<file path="src/rtl/stack_op_sequencer.sv">
// rtl/stack_op_sequencer.sv - Moore control sequencer for the stack/TOS datapath
module stack_op_sequencer #(
  parameter int ADDR_WIDTH = 12
) (
  input  logic                  clk,
  input  logic                  reset,
  input  logic                  cmd_valid,
  output logic                  cmd_ready,
  input  logic [2:0]            cmd_op,
  input  logic [1:0]            cmd_src,
  input  logic [ADDR_WIDTH-1:0] ret_tos,
  output logic                  done,
  output logic                  err,
  output logic                  empty,
  output logic                  full,
  output logic [ADDR_WIDTH-1:0] depth,
  output logic [2:0]            sel_mux_stack,
  output logic                  ctrl_reg_read_stack,
  output logic                  ctrl_reg_write_stack,
  output logic                  ctrl_reg_read_mem,
  output logic                  ctrl_reg_write_mem,
  output logic                  sel_mux_tos,
  output logic                  ctrl_reg_tos,
  output logic                  sel_tos_updater,
  output logic                  ctrl_stack,
  output logic                  ctrl_mem_ext
);

  localparam logic [2:0] OP_PUSH  = 3'b000;
  localparam logic [2:0] OP_POP   = 3'b001;
  localparam logic [2:0] OP_LOAD  = 3'b010;
  localparam logic [2:0] OP_STORE = 3'b011;
  localparam logic [2:0] OP_DUP   = 3'b100;
  localparam logic [2:0] OP_RET   = 3'b101;

  localparam logic [3:0] IDLE     = 4'd0;
  localparam logic [3:0] PU_LATCH = 4'd1;
  localparam logic [3:0] PU_WRITE = 4'd2;
  localparam logic [3:0] PO_WAIT  = 4'd3;
  localparam logic [3:0] PO_CAP   = 4'd4;
  localparam logic [3:0] LD_WAIT  = 4'd5;
  localparam logic [3:0] LD_CAP   = 4'd6;
  localparam logic [3:0] ST_WAIT  = 4'd7;
  localparam logic [3:0] ST_CAP   = 4'd8;
  localparam logic [3:0] ST_WRITE = 4'd9;
  localparam logic [3:0] DU_WAIT  = 4'd10;
  localparam logic [3:0] DU_CAP   = 4'd11;
  localparam logic [3:0] RT       = 4'd12;
  localparam logic [3:0] ERR      = 4'd13;

  logic [3:0]            state;
  logic [2:0]            src_q;
  logic [ADDR_WIDTH-1:0] ret_q;
  logic                  reject;
  logic                  accept;

  assign cmd_ready = (state == IDLE) & ~reset;
  assign accept    = cmd_valid & cmd_ready;
  assign empty     = (depth == '0);
  assign full      = &depth;

  // Guard check against the occupancy seen at the accept edge
  always_comb begin
    reject = 1'b0;
    case (cmd_op)
      OP_PUSH, OP_LOAD:  reject = full;
      OP_POP, OP_STORE:  reject = empty;
      OP_DUP:            reject = empty | full;
      OP_RET:            reject = 1'b0;
      default:           reject = 1'b1;
    endcase
  end

  // State, shadow depth and accept-time captures of source select and return TOS
  always_ff @(posedge clk) begin
    if (reset) begin
      state <= IDLE;
      depth <= '0;
      src_q <= 3'b000;
      ret_q <= '0;
    end else begin
      case (state)
        IDLE: begin
          if (accept) begin
            ret_q <= ret_tos;
            if (reject) begin
              state <= ERR;
            end else begin
              case (cmd_op)
                OP_PUSH: begin
                  src_q <= {1'b0, cmd_src};
                  state <= PU_LATCH;
                end
                OP_POP:   state <= PO_WAIT;
                OP_LOAD: begin
                  src_q <= 3'b001;
                  state <= LD_WAIT;
                end
                OP_STORE: state <= ST_WAIT;
                OP_DUP: begin
                  src_q <= 3'b100;
                  state <= DU_WAIT;
                end
                default:  state <= RT;
              endcase
            end
          end
        end
        PU_LATCH: begin
          depth <= depth + ADDR_WIDTH'(1);
          state <= PU_WRITE;
        end
        PO_WAIT:  state <= PO_CAP;
        PO_CAP: begin
          depth <= depth - ADDR_WIDTH'(1);
          state <= IDLE;
        end
        LD_WAIT:  state <= LD_CAP;
        LD_CAP:   state <= PU_LATCH;
        ST_WAIT:  state <= ST_CAP;
        ST_CAP: begin
          depth <= depth - ADDR_WIDTH'(1);
          state <= ST_WRITE;
        end
        DU_WAIT:  state <= DU_CAP;
        DU_CAP:   state <= PU_LATCH;
        RT: begin
          depth <= ret_q;
          state <= IDLE;
        end
        default:  state <= IDLE;
      endcase
    end
  end

  // Control strobes decoded purely from the state register
  always_comb begin
    sel_mux_stack        = 3'b000;
    ctrl_reg_read_stack  = 1'b0;
    ctrl_reg_write_stack = 1'b0;
    ctrl_reg_read_mem    = 1'b0;
    ctrl_reg_write_mem   = 1'b0;
    sel_mux_tos          = 1'b0;
    ctrl_reg_tos         = 1'b0;
    sel_tos_updater      = 1'b0;
    ctrl_stack           = 1'b0;
    ctrl_mem_ext         = 1'b0;
    done                 = 1'b0;
    err                  = 1'b0;
    case (state)
      PU_LATCH: begin
        ctrl_reg_write_stack = 1'b1;
        sel_mux_stack        = src_q;
        ctrl_reg_tos         = 1'b1;
      end
      PU_WRITE: begin
        ctrl_stack = 1'b1;
        done       = 1'b1;
      end
      PO_CAP: begin
        ctrl_reg_read_stack = 1'b1;
        ctrl_reg_tos        = 1'b1;
        sel_tos_updater     = 1'b1;
        done                = 1'b1;
      end
      LD_CAP:   ctrl_reg_read_mem = 1'b1;
      ST_CAP: begin
        ctrl_reg_write_mem = 1'b1;
        ctrl_reg_tos       = 1'b1;
        sel_tos_updater    = 1'b1;
      end
      ST_WRITE: begin
        ctrl_mem_ext = 1'b1;
        done         = 1'b1;
      end
      DU_CAP:   ctrl_reg_read_stack = 1'b1;
      RT: begin
        sel_mux_tos  = 1'b1;
        ctrl_reg_tos = 1'b1;
        done         = 1'b1;
      end
      ERR:      err = 1'b1;
      default: ;
    endcase
  end

endmodule

</file>
<file path="config.mk">
export PLATFORM = sky130hd
export DESIGN_NAME = stack_op_sequencer
export DESIGN_NICKNAME = d
export VERILOG_FILES = /design/src/rtl/stack_op_sequencer.sv
export SDC_FILE = /design/constraint.sdc
export NUM_CORES = 1
export LEC_CHECK = 0
export BUFFER_PORTS_ARGS = -buffer_cell sky130_fd_sc_hd__buf_2
export CAP_MARGIN = 20
export CORE_MARGIN = 2
export CORE_UTILIZATION = 40
export CTS_CLUSTER_DIAMETER = 50
export DETAILED_ROUTE_END_ITERATION = 10
export PLACE_DENSITY = 0.63
export SLEW_MARGIN = 40
export SYNTH_ARGS = -nofsm -noshare
export SYNTH_HDL_FRONTEND = slang
export SYNTH_SLANG_ARGS = --single-unit
export TNS_END_PERCENT = 20
</file>
<file path="constraint.sdc">
create_clock -name clk -period 8.9 [get_ports clk]
set_clock_uncertainty 0.15 [all_clocks]
set_input_delay 0.89 -clock clk [delete_from_list [all_inputs] [get_ports clk]]
set_output_delay 0.89 -clock clk [all_outputs]
set_load 0.01 [all_outputs]
</file>
Yosys cells after proc, flatten, opt, wreduce, memory -nomap -nowiden
Index checks and enable logic that the tools add are counted.

Multiplexer cells: 19. Add/subtract/negate cells: 2. Equality and inequality tests: 19. Bitwise gates (word level): 5. Reduce and logical (&&, ||, !) cells: 15.

Operators with widths (count): one-hot mux 12 bit (3 select lines) (1); one-hot mux 4 bit (8 select lines) (1); == test 4 bit, second input constant (6); one-hot mux 4 bit (5 select lines) (1); == test 4 x 3 -> 1 bit, second input constant (4); adder 12 x 1 -> 12 bit, second input constant (1); logical NOT 12 bit (1); AND reduction 12 bit (1); subtractor 12 x 1 -> 12 bit, second input constant (1); two-way mux 1 bit (11); OR reduction 2 bit (5); one-hot mux 3 bit (3 select lines) (1); == test 4 x 2 -> 1 bit, second input constant (2); two-way mux 4 bit (2); OR reduction 4 bit (2); == test 3 x 2 -> 1 bit, second input constant (2); == test 3 bit, second input constant (2); nonzero test 3 bit (2); == test 4 x 1 -> 1 bit, second input constant (1); logical NOT 4 bit (1); one-hot mux 1 bit (4 select lines) (1); AND reduction 4 bit (1); == test 3 x 1 -> 1 bit, second input constant (1); logical NOT 3 bit (1); other kinds (6) (8).

Register bits: 31. Logic and storage cells: 64.

Logic depth before layout (Yosys ltp)
Gate-level depths: netlist (run 1).

Depth after elaboration: 6. Gate-level depth with buffers: 10. Gate-level depth less buffers: 8.

Worst setup path before layout (run 1)
No wires, ideal clock.

Path type: register to register. From: register state[0]. To: register depth[10]. Period minus slack after synthesis: 3.177 ns. Stages on the path, launching flop included: 11. Data arrival time: 2.924 ns. Library setup time: 0.103 ns. Data required time: 8.647 ns. Path slack: 5.723 ns. Cell sequence: dfxtp_1 buf_6 or2_4 a21oi_1 ha_1 buf_2 a211oi_1 o21ai_0 a22oi_1 xor2_1 a2111oi_2.

Cells in the longest elaborated chain, start to end: 3. Elaborated cells between the ends (all ways): 7. Classes of those cells: eq/ne (4); mux (1); reduce/logical (2).

RTL lines: start: declaration (RTL line 51) `logic [3:0] state;`; start signal: assignment (RTL line 77) `state <= IDLE;`; start signal: assignment (RTL line 87) `state <= ERR;`; start signal: assignment (RTL line 92) `state <= PU_LATCH;`; == test 4 bit or == test 4 x 3 -> 1 bit (tied branches) (RTL line 82) `case (state)`; OR reduction 2 bit (no source line); one-hot mux 12 bit (3 select lines) or nonzero test 3 bit (tied branches); end signal: assignment (RTL line 110) `depth <= depth + ADDR_WIDTH'(1);`; end signal: assignment (RTL line 115) `depth <= depth - ADDR_WIDTH'(1);`; end signal: assignment (RTL line 122) `depth <= depth - ADDR_WIDTH'(1);`; end: declaration (RTL line 16) `output logic [ADDR_WIDTH-1:0] depth,`.

Parallel ways exist; a longest one is shown, timed or not. A chain may end at the register's enable or synchronous reset.

Final worst setup path (run 1)
From: register state[2]. To: register depth[10].

The elaborated chain is that of the path after synthesis.

==> results of run 1 <==
-- tightest hold or removal path, stage by stage, from the launching register on --
cell and delay, ns:
sky130_fd_sc_hd__dfxtp_1 0.31, sky130_fd_sc_hd__nand2_1 0.05, sky130_fd_sc_hd__a21oi_1 0.05
-- path summary, 6_finish.rpt --
| check | from | end | slack, ns | depth (start not counted) |
|---|---|---|---|---|
| worst min register to register | ret_q[0] | depth[0] | 0.31 | 2 |
| worst max register to register | state[2] | depth[10] | 5.68 | 9 |
| worst min-delay path | ret_q[0] | depth[0] | 0.31 | 2 |
| worst max-delay path | state[2] | depth[10] | 5.68 | 9 |
-- area by class of cell --
type,count,area [µm²],share of cell area [%]
multi-input combinational,231,1460,56.8
tap,72,90.1,3.52
sequential,31,621,24.2
clock buffer,6,82.6,3.22
clock inverter,2,35.0,1.37
timing repair buffer,50,255,9.97
inverter,6,22.5,0.879
-- layout by cell type (no fill, tap or decap), types with 3 or more instances in the layout --
master                     Yosys  layout
sky130_fd_sc_hd__nand3_1       7       7
sky130_fd_sc_hd__o21ai_0      17      17
sky130_fd_sc_hd__nand2b_1      8       8
sky130_fd_sc_hd__nor2_1       23      23
sky130_fd_sc_hd__mux2i_1       3       3
sky130_fd_sc_hd__xor2_1        4       4
sky130_fd_sc_hd__nor3_1       11      11
sky130_fd_sc_hd__nor2b_1       7       7
sky130_fd_sc_hd__a21oi_1      11      11
sky130_fd_sc_hd__o211ai_1      3       3
sky130_fd_sc_hd__nor4_1        5       5
sky130_fd_sc_hd__a211oi_1     13      13
sky130_fd_sc_hd__and3_1        6       6
sky130_fd_sc_hd__nand3b_1     12      12
sky130_fd_sc_hd__mux2_2        3       3
sky130_fd_sc_hd__dfxtp_1      31      31
sky130_fd_sc_hd__clkbuf_8      0       6
sky130_fd_sc_hd__nand4_1       5       5
sky130_fd_sc_hd__inv_1         5       5
sky130_fd_sc_hd__buf_2         4      48
sky130_fd_sc_hd__ha_1         10      10
sky130_fd_sc_hd__o22ai_1       8       8
sky130_fd_sc_hd__nand2_1      40      40
sky130_fd_sc_hd__a31oi_1       3       3
-- stage by stage --
step	area, µm²	utilization, %
after floorplan	2210	-
after global placement	2440	45.2
after detailed placement	2440	45.2
after CTS	2560	47.4
after global routing	2560	47.4
final	2560	47.4
-- cells by family (layout without fill, tap and decap cells) --
| logic type | count (synthesis) | after routing | synth area share [%] |
|---|---|---|---|
| compound gates | 73 | 73 | 22.2 |
| xor+xnor | 6 | 6 | 2.38 |
| fa+ha+maj | 11 | 11 | 6.57 |
| buf+inv | 26 | 64 | 6.01 |
| flops | 31 | 31 | 28.1 |
| mux | 6 | 6 | 2.89 |
| simple gates | 135 | 135 | 31.9 |
-- Yosys cell counts, types with 8 or more instances --
| master | count | share of area [%] |
|---|---|---|
| sky130_fd_sc_hd__nor2_1 | 23 | 3.9 |
| sky130_fd_sc_hd__nand2b_1 | 8 | 2.3 |
| sky130_fd_sc_hd__dfxtp_1 | 31 | 28 |
| sky130_fd_sc_hd__o22ai_1 | 8 | 2.3 |
| sky130_fd_sc_hd__ha_1 | 10 | 5.7 |
| sky130_fd_sc_hd__a211oi_1 | 13 | 4.4 |
| sky130_fd_sc_hd__nand2_1 | 40 | 6.8 |
| sky130_fd_sc_hd__a21oi_1 | 11 | 2.5 |
| sky130_fd_sc_hd__nor3_1 | 11 | 2.5 |
| sky130_fd_sc_hd__nand3b_1 | 12 | 4.1 |
| sky130_fd_sc_hd__clkbuf_1 | 10 | 1.7 |
| sky130_fd_sc_hd__o21ai_0 | 17 | 3.9 |
-- where the power goes --
group          leakage [nW]  internal, mW  switching [mW]
clock network        0.0612        0.0905          0.0548
registers             0.254         0.183          0.0724
logic                 0.831         0.260           0.333
-- sequential cells by signal (all words and copies together), names as in the netlist --
name,flops
src_q,3
state,4
depth,12
ret_q,12
-- metal layers --
layer	global-route usage, %	wire [µm]	vias up
met2	29.2	2570	38
met5	0	0	-
met4	6.14	23	0
met1	26.0	2750	1014
li1	-	-	1125
met3	4.14	218	4
==> out/qor.csv, run 1 <==
metric,value,unit
timing.setup.tns,0,ns
number_of_enable_type_register_cells_in_the_synthesized_netlist,0,
grtUsageTotal,18.9,%
detailed_place_hpwl,4.06,mm
syn-mean-instance-area,7.67,µm²
route.detailed.vias_per_inst,5.48,
ys_warn_count,0,
max_slew.worst_pin.slew,0.745,ns
finalHoldWorstSlack,0.311,ns
first_global_vias,1959,
cp-start-kind,flop,
wl,5.56,mm
setup.worst_path.end_class,flop,
clock_path_buffers,2,
slew_headroom,50.0,%
cp_data_required_time,8.94,ns
power_leakage,1.15,nW
worstSkewPairLatency,0.29,ns
critical_path.max_fanout,15,
async_reset_ff_share,0,%
max_cap_violations,0,
pre_cts_slack,5.70,ns
initial_antenna_violation_count,0,
core.rowCount,27,
cp_cell_sequence,"nand2b_1, a21oi_1, buf_4, fa_1, a211oi_1, o21ai_0, a22oi_1, xor2_1, a2111oi_2",
syn2layout_area_growth,16.0,%
run_status,"complete, no violations",
num_vias,2181,
max-vdd-ir-drop,151,µV
grt_first_pass_wirelength,9.35,mm
grt_overflow,0,
final_min_period_over_clock_period,36.2,%
finalNetCount,356,
drt_iter0_drc,95,
postSynth.topFlopCell,sky130_fd_sc_hd__dfxtp_1,
crit_path_max_incr_delay,0.65,ns
syn_nets,319,
gp_congestion,0.823,
htree_num_levels,2,
die-height,78.3,µm
fp.coreArea,5410,µm²
antenna-diode-count,0,
firstDrtPassIters,6,
layout.filler_cells,569,
postSynthCellCount,288,
finalSetupViolations,0,
synth-seq-area-share,28.1,%
clock-sinks,31,
design.portCount,49,
cts-buffers-inserted,5,
detail-route-antenna-nets,0,
clock_tree.root_cell,sky130_fd_sc_hd__clkbuf_8,
path_buf_inv,1,
worst_hold_path_type,reg2reg,
number_of_design_rule_violations_left_after_detail_routing,0,
placed_cells,390,
post_route_cells_drive_above_1_share,21.8,%
final-instance-count-excl-fill,398,
cts_post_setup_buffers_inserted,0,
floorplan.initialDensity,40.9,%
cp_top_family,compound AO/OA/AOI/OAI gates,
hold_viol_final,0,
die_area,6130,µm²
finalWorstSetupSlack,5.68,ns
timing.final.max_slew_violations,0,
path_class,reg2reg,
cts_tree,built,
number_of_register_bits_inferred_by_synthesis,31,
fmax,0.311,GHz
pwr_density_cell,388,nW/µm²
power.total,0.993,mW
netlist-cell-type-count,54,
number_of_buffers_added_on_ports,48,
post_cts_hold_buffer_count,0,
post_cts_resized,0,
worst_setup_hold_path_clk_slew,0.07,ns
chipWidth,78.3,µm
fin_crit,3.22,ns
route.detailed.wl_per_inst,14.0,µm
grt_setup_unrepaired,false,
netlist_area,2210,µm²
critical-path-slowest-cell,sky130_fd_sc_hd__dfxtp_1,
arrival,3.26,ns
pin_count_of_the_biggest_net_entering_global_routing,34,
Power figures use the tool's default switching activity.
==> run 2: changes to the inputs <==
- PLACE_DENSITY: 0.63 -> 0.65
- clock period: 8.9 -> 2.95 ns (I/O delays scaled with it)
==> run 2 against run 1 <==
Effect of this change:
- critical endpoint is now depth[9]
- core utilization increased by 1.6 points
- fmax up 21%
- sequential power increased to 2.7 times the previous value
- global-route usage up 0.21 points
- first-iteration DRC count is 72% higher
- clock-buffer cell count did not move
- setup slack worse by 5.4 ns
- cell count up 2.5%
- sequential share of layout area is 0.77 points lower
- via count is 0.18% higher
- critical path type unchanged
- design area is 3.3% higher
- largest cell class unchanged
- routed wire length up 3.2%
==> out/qor.csv, run 2 (synthesis gave the netlist of run 1 again) <==
metric,value,unit
cp_data_required_time,3.00,ns
finalWorstSetupSlack,0.287,ns
max_cap_violations,0,
critical_path.endpoint,depth[9],
worstSkewPairLatency,0.29,ns
die-height,78.3,µm
path_class,reg2reg,
number_of_buffers_added_on_ports,48,
max-vdd-ir-drop,500,µV
most_common_library_cell_in_the_layout_ignoring_fill_and_taps,sky130_fd_sc_hd__buf_2,
post_route_cells_drive_above_1_share,24.7,%
finalNetCount,366,
fmax,0.375,GHz
gp_congestion,0.876,
placed_cells,400,
final-instance-count-excl-fill,408,
cp_top_family,compound AO/OA/AOI/OAI gates,
finalSetupViolations,0,
largest_registers,"depth: 12 flops, ret_q: 12 flops, state: 4 flops",
r2r_start,state[0],
cts_tree,built,
chipWidth,78.3,µm
pre_cts_slack,0.157,ns
critical-path-slowest-cell,sky130_fd_sc_hd__dfxtp_1,
worst_hold_path_type,in2reg,
route.detailed.vias_per_inst,5.36,
use_met3,2.87,%
worst_setup_path_startpoint,state[0],
worst-r2r-setup-slack,0.29,ns
grt_first_pass_wirelength,9.47,mm
pin_count_of_the_biggest_net_entering_global_routing,34,
floorplan.initialDensity,40.9,%
grt_setup_unrepaired,false,
timing.final.max_slew_violations,0,
fin_crit,2.66,ns
max_slew.worst_pin.slew,0.700,ns
detailed_place_hpwl,4.20,mm
first_global_vias,1909,
detail-route-antenna-nets,0,
number_of_design_rule_violations_left_after_detail_routing,0,
wl,5.73,mm
power.total,3.15,mW
regArea,621,µm²
layout.filler_cells,551,
syn2layout_area_growth,19.8,%
worstRegToRegCells,10,
setup.worst_path.end_class,flop,
detailed_place.area,2520,µm²
clock-sinks,31,
crit_path_max_incr_delay,0.31,ns
finalHoldWorstSlack,0.0347,ns
layout.cells.most_common_list,"48 x sky130_fd_sc_hd__buf_2, 40 x sky130_fd_sc_hd__nand2_1, 31 x sky130_fd_sc_hd__dfxtp_1",
arrival,2.71,ns
use_met1,27.3,%
design.portCount,49,
total_area_of_multi_input_combinational_cells,1460,µm²
critical_path.max_fanout,11,
path_buf_inv,2,
worst_setup_hold_path_clk_slew,0.07,ns
core.rowCount,27,
cp_cell_sequence,"or2_4, a21oi_2, buf_4, ha_1, buf_4, o21ai_0, o21ai_0, a211oi_1, xor2_1, a211oi_1",
cts-buffers-inserted,5,
slew_headroom,53.0,%
firstDrtPassIters,4,
cp-start-kind,flop,
run_status,"complete, no violations",
htree_num_levels,2,
design_area,2650,µm²
hold_viol_final,0,
clock_tree.root_cell,sky130_fd_sc_hd__clkbuf_8,
clock_path_buffers,2,
critical_path_depth,10,
route.detailed.wl_per_inst,14.1,µm
num_vias,2185,
grt_use_met2,29.4,%
grtUsageTotal,19.1,%
die_area,6130,µm²
busiest_layer,met2,
timing.setup.tns,0,ns
power_leakage,1.20,nW
pwr_density_cell,1190,nW/µm²
final_min_period_over_clock_period,90.3,%
grt_overflow,0,
initial_antenna_violation_count,0,
postLayoutCoreUtil,48.9,%
fp.coreArea,5410,µm²
antenna-diode-count,0,
drt_iter0_drc,163,
timing.rr.end,depth[9],
-- run 2: cell count changes in the layout (fill, tap and decap cells not counted), sizes merged --
cell  change
buf      +10
-- run 2: where the power goes --
group | leakage (nW) | internal, mW | switching [mW]
registers | 0.254 | 0.552 | 0.135
logic | 0.883 | 0.876 | 1.14
clock network | 0.0612 | 0.273 | 0.173
total | 1.20 | 1.70 | 1.45
-- run 2: how the worst min path moves through the flow --
stage                from       end  slack [ns]  depth (start not counted)
2_1_floorplan  ret_tos[0]  ret_q[0]        0.24                          2
3_3_place_gp     ret_q[0]  depth[0]        0.29                          2
3_5_place_dp     ret_q[0]  depth[0]        0.29                          2
4_1_cts        ret_tos[8]  ret_q[8]        0.03                          3
5_1_grt        ret_tos[9]  ret_q[9]        0.03                          3
6_report       ret_tos[5]  ret_q[5]        0.03                          3
-- run 2: final cells by class --
class	instances	share of cell area (%)
repair buffers	60	12.5
inverters	6	0.851
well taps	72	3.41
multi-input cells	231	55.3
clock inverters	2	1.32
flip-flops and latches	31	23.5
clock buffers	6	3.12
-- run 2: metal layers --
metal	share of wire [%]	wire (µm)
met5	0	0
met4	1.2	69
met3	3.5	203
met1	49	2830
met2	46	2630
-- run 2: what timing repair did --
action / in CTS / in global routing
setup buffers: 0 / 0
hold buffers: 0 / 0
setup endpoints to repair: 0 / 2
gates resized for setup: 0 / 2
-- run 2: worst reg2reg max path, stage by stage (launching register included) --
cell                       delay (ns)
sky130_fd_sc_hd__dfxtp_1         0.31
sky130_fd_sc_hd__or2_4           0.27
sky130_fd_sc_hd__a21oi_2         0.10
sky130_fd_sc_hd__buf_4           0.20
sky130_fd_sc_hd__ha_1            0.27
sky130_fd_sc_hd__buf_4           0.16
sky130_fd_sc_hd__o21ai_0         0.29
sky130_fd_sc_hd__o21ai_0         0.20
sky130_fd_sc_hd__a211oi_1        0.28
sky130_fd_sc_hd__xor2_1          0.10
sky130_fd_sc_hd__a211oi_1        0.24
